===== config.mk =====
export PLATFORM = sky130hd
export DESIGN_NAME = mcp_sequencer_flat
export DESIGN_NICKNAME = d
export VERILOG_FILES = /design/src/rtl/mcp_sequencer_if.sv /design/src/rtl/mcp_sequencer.sv /design/src/flat_wrapper.sv
export SDC_FILE = /design/constraint.sdc
export NUM_CORES = 1
export LEC_CHECK = 0
export BUFFER_PORTS_ARGS = -buffer_cell sky130_fd_sc_hd__buf_4
export CAP_MARGIN = 20
export CELL_PAD_IN_SITES_DETAIL_PLACEMENT = 0
export CELL_PAD_IN_SITES_GLOBAL_PLACEMENT = 1
export CORE_ASPECT_RATIO = 0.7
export CORE_MARGIN = 10
export CORE_UTILIZATION = 40
export CTS_CLUSTER_SIZE = 10
export DETAILED_ROUTE_END_ITERATION = 6
export PLACE_DENSITY_LB_ADDON = 0.15
export SKIP_LAST_GASP = 1
export SLEW_MARGIN = 15
export SYNTH_ARGS = -nofsm -noshare
export SYNTH_HDL_FRONTEND = slang
export SYNTH_SLANG_ARGS = --single-unit

===== constraint.sdc =====
create_clock -name fast_clk -period 1.8 [get_ports fast_clk]
set_input_delay 0.18 -clock fast_clk [delete_from_list [all_inputs] [get_ports fast_clk]]
set_output_delay 0.18 -clock fast_clk [all_outputs]
set_load 0.05 [all_outputs]

===== src/rtl/mcp_sequencer_if.sv =====
`default_nettype none
// ============================================================================
// Module   : mcp_sequencer_if
// Purpose  : Handshake, configuration and enable bundle of the sequencer.
// Revision : 1.0
// ============================================================================
interface mcp_sequencer_if #(
    parameter int DIV_W = 4
);
    logic [DIV_W-1:0] cfg_ratio;
    logic             cfg_load;
    logic             in_valid;
    logic             in_ready;
    logic             shift_en;
    logic             synch_en;
    logic             dec_en;
    logic             mul_en;
    logic             out_valid;
    logic             out_ready;
    logic             busy;
    logic [DIV_W-1:0] phase;

    modport master (
        output cfg_ratio, cfg_load, in_valid, out_ready,
        input  in_ready, shift_en, synch_en, dec_en, mul_en, out_valid, busy, phase
    );

    modport slave (
        input  cfg_ratio, cfg_load, in_valid, out_ready,
        output in_ready, shift_en, synch_en, dec_en, mul_en, out_valid, busy, phase
    );
endinterface
`default_nettype wire


===== src/rtl/mcp_sequencer.sv =====
`default_nettype none
// ============================================================================
// Module   : mcp_sequencer
// Purpose  : Issues capture enables for a two-stage multicycle datapath.
// Revision : 1.0
// ============================================================================
module mcp_sequencer #(
    parameter int DIV_W       = 4,
    parameter int RESET_RATIO = 4
) (
    input  wire logic           fast_clk,
    input  wire logic           reset,
    mcp_sequencer_if.slave      bus
);
    localparam logic [DIV_W-1:0] C_RESET_RATIO = DIV_W'(RESET_RATIO);
    localparam logic [DIV_W-1:0] C_MIN_RATIO   = DIV_W'(2);
    localparam logic [DIV_W-1:0] C_ONE         = DIV_W'(1);

    typedef enum logic [2:0] {
        ST_IDLE = 3'd0,
        ST_SYNC = 3'd1,
        ST_S1   = 3'd2,
        ST_S2   = 3'd3,
        ST_DONE = 3'd4
    } state_t;

    state_t           r_state;
    state_t           w_state_nxt;
    logic [DIV_W-1:0] r_phase;
    logic [DIV_W-1:0] w_phase_nxt;
    logic [DIV_W-1:0] r_ratio;
    logic [DIV_W-1:0] r_txn_ratio;
    logic [DIV_W-1:0] r_pend_ratio;
    logic             r_pend_valid;

    logic             w_accept;
    logic             w_last;
    logic             w_enter_idle;
    logic [DIV_W-1:0] w_cfg_clamped;
    logic             w_in_ready;
    logic             w_shift_en;
    logic             w_synch_en;
    logic             w_dec_en;
    logic             w_mul_en;
    logic             w_out_valid;

    assign w_cfg_clamped = (bus.cfg_ratio < C_MIN_RATIO) ? C_MIN_RATIO : bus.cfg_ratio;
    assign w_accept      = bus.in_valid & w_in_ready;
    assign w_last        = (r_phase == (r_txn_ratio - C_ONE));
    assign w_enter_idle  = (r_state != ST_IDLE) && (w_state_nxt == ST_IDLE);

    always_comb begin
        w_state_nxt = r_state;
        w_phase_nxt = '0;
        w_in_ready  = 1'b0;
        w_shift_en  = 1'b0;
        w_synch_en  = 1'b0;
        w_dec_en    = 1'b0;
        w_mul_en    = 1'b0;
        w_out_valid = 1'b0;
        case (r_state)
            ST_IDLE: begin
                w_in_ready = ~reset;
                w_shift_en = bus.in_valid & ~reset;
                if (bus.in_valid) begin
                    w_state_nxt = ST_SYNC;
                end
            end
            ST_SYNC: begin
                w_synch_en  = 1'b1;
                w_state_nxt = ST_S1;
            end
            ST_S1: begin
                if (w_last) begin
                    w_dec_en    = 1'b1;
                    w_state_nxt = ST_S2;
                end else begin
                    w_phase_nxt = r_phase + C_ONE;
                end
            end
            ST_S2: begin
                if (w_last) begin
                    w_mul_en    = 1'b1;
                    w_state_nxt = ST_DONE;
                end else begin
                    w_phase_nxt = r_phase + C_ONE;
                end
            end
            ST_DONE: begin
                w_out_valid = 1'b1;
                if (bus.out_ready) begin
                    w_state_nxt = ST_IDLE;
                end
            end
            default: begin
                w_state_nxt = ST_IDLE;
            end
        endcase
    end

    // Reset masks every output in the same cycle, so an abort emits nothing.
    assign bus.in_ready  = w_in_ready;
    assign bus.shift_en  = w_shift_en;
    assign bus.synch_en  = w_synch_en & ~reset;
    assign bus.dec_en    = w_dec_en & ~reset;
    assign bus.mul_en    = w_mul_en & ~reset;
    assign bus.out_valid = w_out_valid & ~reset;
    assign bus.busy      = (r_state != ST_IDLE) & ~reset;
    assign bus.phase     = reset ? '0 : r_phase;

    always_ff @(posedge fast_clk) begin
        if (reset) begin
            r_state      <= ST_IDLE;
            r_phase      <= '0;
            r_ratio      <= C_RESET_RATIO;
            r_txn_ratio  <= C_RESET_RATIO;
            r_pend_ratio <= C_RESET_RATIO;
            r_pend_valid <= 1'b0;
        end else begin
            r_state <= w_state_nxt;
            r_phase <= w_phase_nxt;
            if (w_accept) begin
                r_txn_ratio <= r_ratio;
            end
            // Ratio only changes while idle or on the edge returning to idle.
            if (r_state == ST_IDLE) begin
                if (bus.cfg_load) begin
                    r_ratio <= w_cfg_clamped;
                end
            end else if (w_enter_idle) begin
                if (bus.cfg_load) begin
                    r_ratio <= w_cfg_clamped;
                end else if (r_pend_valid) begin
                    r_ratio <= r_pend_ratio;
                end
                r_pend_valid <= 1'b0;
            end else if (bus.cfg_load) begin
                r_pend_ratio <= w_cfg_clamped;
                r_pend_valid <= 1'b1;
            end
        end
    end
endmodule
`default_nettype wire


===== src/flat_wrapper.sv =====
// flat-port wrapper written by rule: the top's interface ports become plain ports
module mcp_sequencer_flat 
#(
    parameter int DIV_W       = 4,
    parameter int RESET_RATIO = 4
)
  (fast_clk, reset, bus_cfg_ratio, bus_cfg_load, bus_in_valid, bus_out_ready, bus_in_ready, bus_shift_en, bus_synch_en, bus_dec_en, bus_mul_en, bus_out_valid, bus_busy, bus_phase);
  mcp_sequencer_if #(.DIV_W(DIV_W)) bus_i ();
  input  wire logic fast_clk;
  input  wire logic reset;
  input wire logic [$bits(bus_i.cfg_ratio)-1:0] bus_cfg_ratio;
  input wire logic [$bits(bus_i.cfg_load)-1:0] bus_cfg_load;
  input wire logic [$bits(bus_i.in_valid)-1:0] bus_in_valid;
  input wire logic [$bits(bus_i.out_ready)-1:0] bus_out_ready;
  output wire logic [$bits(bus_i.in_ready)-1:0] bus_in_ready;
  output wire logic [$bits(bus_i.shift_en)-1:0] bus_shift_en;
  output wire logic [$bits(bus_i.synch_en)-1:0] bus_synch_en;
  output wire logic [$bits(bus_i.dec_en)-1:0] bus_dec_en;
  output wire logic [$bits(bus_i.mul_en)-1:0] bus_mul_en;
  output wire logic [$bits(bus_i.out_valid)-1:0] bus_out_valid;
  output wire logic [$bits(bus_i.busy)-1:0] bus_busy;
  output wire logic [$bits(bus_i.phase)-1:0] bus_phase;
  assign bus_i.cfg_ratio = bus_cfg_ratio;
  assign bus_i.cfg_load = bus_cfg_load;
  assign bus_i.in_valid = bus_in_valid;
  assign bus_i.out_ready = bus_out_ready;
  assign bus_in_ready = bus_i.in_ready;
  assign bus_shift_en = bus_i.shift_en;
  assign bus_synch_en = bus_i.synch_en;
  assign bus_dec_en = bus_i.dec_en;
  assign bus_mul_en = bus_i.mul_en;
  assign bus_out_valid = bus_i.out_valid;
  assign bus_busy = bus_i.busy;
  assign bus_phase = bus_i.phase;
  mcp_sequencer #(.DIV_W(DIV_W), .RESET_RATIO(RESET_RATIO)) u_core (.fast_clk(fast_clk), .reset(reset), .bus(bus_i));
endmodule

==> impl_results.md <==
* Outcome: finished, violations left
* Failing checks: setup timing
* Longest Clk Path Bufs at 2
* YS warnings at 0
* DP Wirelength at 1950 um
* Area after DPL at 1330 um2
* Die ar. at 5200 um2
* First-pass GRT wire length at 4270 um
* Final worst slack at -0.244 ns
* Slew headroom at 0.758
* Die W at 82.0 um
* Fin crit share at 1.14
* DRT iter0 DRCs at 46
* Ys async rst share at 0
* Critical path arrival at 1.86 ns
* Largest net degree at the start of global routing at 22
* Root Driver: clkbuf_8
* Post-synth EDFFs at 0
* Via Count at 972
* Area Overhead vs Synth at 35.3%
* DR WL/cell at 13.5 um
* Vias in the first global route at 956
* Cell Rows at 15
* Post-Syn Area at 1080 um2
* # setup viols final at 3
* # diodes at 0
* Layout cells sized above 1 at 0.370
* Count leader, synth: dfxtp_1
* Post-synthesis sequential element count at 20
* Startpoint class of the critical path: register
* WS Path Type: reg2out
* CP max FO at 2
* Global route overflow at 0
* Worst min path class: in2reg
* Avg Synthesized Cell Area at 8.61 um2
* DP Worst Slack at -0.0136 ns
* Hold Path Sink: u_core.r_pend_ratio[2]$_SDFFE_PP1P_
* Final ANT Viol Nets at 0
* Post-synthesis cell type count at 40
* Clock Skew at approximately 0.0047 ns
* Sequential cell area fraction in the yosys report at 0.372
* DRC errors left at 0
* Die height at 63.4 um
* Final Wtd Congestion at ~0.78
* Total wire length at 2540 um
* # IOs at 20
* Reg2Reg Setup Slack at -0.12 ns
* Drt first pass iters at 4
* TritonCTS clock tree: yes
* Core ar. at about 2500 um2
* Worst R2R End: u_core.r_state[2]$_SDFF_PP0_
* Area contributors post-synth: dfxtp_1, nor2_1, nand2_1
* Cell area power density at 815 nW/um2
* Sink Count at 20
* Pleak at 0.604 nW
* Final hold violation count at 0
* Total GRT Usage at 0.101
* CTS clock-pin slew for the worst setup and hold paths at ~0.080 ns
* Period minus WS final at 2.04 ns
* Final Max Slew Viols at 0
* Initial antenna violation count at 0
* Initial Util at 0.428
* Max Cap Violations at 0
* Cell area after layout at 1460 um2
* H-tree level count at 1
* Synth Flop Type: dfxtp_1
* Fill cell count at 238
* Nets at 166
* Clock Latency Late Sink at 0.26 ns
* Worst r2r path cells at 9
* Port bufs at 19
* Worst vdd ir at 574 uV
* Synth Instances at 125
* Worst hold start: bus_cfg_ratio[2]
* Overall power at ~0.0012 W
* Synth top area share at 0.372
* RR Startpoint: u_core.r_txn_ratio[0]$_SDFFE_PP0P_
* CTS Buf Count at 3
* Data required time of the critical path at 1.62 ns
* Worst Hold Depth at 3
* Peak Freq at between 400 and 500 MHz
* Synth area leader: dfxtp_1
* Synth top cells by count: dfxtp_1, nor2_1, nand2_1
* RSZ-0062 raised after global routing: yes
* Crit end category: output port
* Vias per cell at 5.17
* Worst Tran Pin Value at about 0.36 ns
* Post-Syn Nets at roughly 140
[area by class of cell]
| type | count | area [um2] | share of cell area |
|---|---|---|---|
| clock buffer | 3 | 41.3 | 0.0284 |
| clock inverter | 1 | 30.0 | 0.0206 |
| inverter | 5 | 22.5 | 0.0155 |
| multi-input combinational | 93 | 654 | 0.449 |
| sequential | 20 | 403 | 0.277 |
| tap | 34 | 42.5 | 0.0292 |
| timing repair buffer | 32 | 263 | 0.180 |
[state kept, by name, indices dropped and copies added, names as in the netlist]
signal and cells:
u_core.r_pend_ratio 4, u_core.r_phase 4, u_core.r_ratio 4, u_core.r_txn_ratio 4
u_core.r_state 3, u_core.r_pend_valid 1
[critical path, stage by stage (launching register included)]
cell and delay (ns):
dfxtp_2 0.34, inv_2 0.04, ha_4 0.26, xor2_2 0.12
nand3_2 0.09, or4_4 0.51, clkinvlp_4 0.09, buf_8 0.13
[worst max-delay path by stage]
stage / to / from / slack [ns] / depth (start not counted)
floorplan: bus_dec_en / u_core.r_txn_ratio[0]$_SDFFE_PP0P_ / 0.002 / 6
global placement: bus_dec_en / u_core.r_txn_ratio[1]$_SDFFE_PP0P_ / -0.0003 / 7
detailed placement: bus_dec_en / u_core.r_txn_ratio[0]$_SDFFE_PP0P_ / -0.01 / 7
CTS: bus_dec_en / u_core.r_txn_ratio[0]$_SDFFE_PP0P_ / -0.25 / 7
global route: bus_dec_en / u_core.r_txn_ratio[0]$_SDFFE_PP0P_ / -0.34 / 7
finish: bus_dec_en / u_core.r_txn_ratio[0]$_SDFFE_PP0P_ / -0.24 / 7
[report_power, final]
| part | switching (W) | internal (W) | total (W) | leakage [nW] |
|---|---|---|---|---|
| clock network | 0.000158 | 0.000297 | 0.000455 | 0.0357 |
| registers | 0.0000216 | 0.000470 | 0.000491 | 0.164 |
| logic | 0.000137 | 0.000105 | 0.000241 | 0.404 |
[logic make-up (layout without fill, tap and decap cells)]
logic type | Yosys count | in the layout | synth area share
AOI/OAI and AO/OA | 20 | 20 | 0.131
xor gates and xnor gates | 7 | 7 | 0.0768
adders and majority gates | 2 | 2 | 0.0233
buffers and inverters | 12 | 41 | 0.0698
muxes | 3 | 3 | 0.0279
and+or+nand+nor | 61 | 61 | 0.299
DFF | 20 | 20 | 0.372
[cells in the final DEF (no fill, tap or decap), types with 3 or more instances in the layout]
| cell type | n |
|---|---|
| nor3_1 | 5 |
| nand2_1 | 12 |
| clkbuf_8 | 3 |
| a21oi_1 | 5 |
| o21ai_0 | 3 |
| dfxtp_1 | 18 |
| nor2_1 | 13 |
| buf_4 | 28 |
| xnor2_1 | 3 |
| nand3_1 | 8 |
| mux2i_1 | 3 |
| nor2b_1 | 5 |
[metrics by stage]
stage	std cells	hold slack (ns)	util	TNS [ns]
2_1_floorplan	125	0.305	-	0
3_3_place_gp	182	0.422	0.530	-0.000321
3_5_place_dp	182	0.432	0.530	-0.0136
4_1_cts	186	0.159	0.565	-0.440
5_1_grt	188	0.194	0.579	-0.877
6_report	188	0.167	0.579	-0.600
[per-layer routing]
metal | up-vias | global-route usage | routed length, um
li1 | 500 | - | -
met1 | 453 | 0.132 | 1280
met2 | 16 | 0.147 | 1090
met3 | 3 | 0.0496 | 160
met4 | 0 | 0.0127 | 14
met5 | - | 0 | 0
[what timing repair did]
| action | CTS | global route |
|---|---|---|
| hold endpoints to repair | 0 | 0 |
| pin swaps | 1 | 3 |
| buffers inserted | 0 | 2 |
| setup endpoints to repair | 2 | 4 |
| resized for setup | 5 | 5 |
| hold buffers | 0 | 0 |
(Power assumes the default switching activity.)
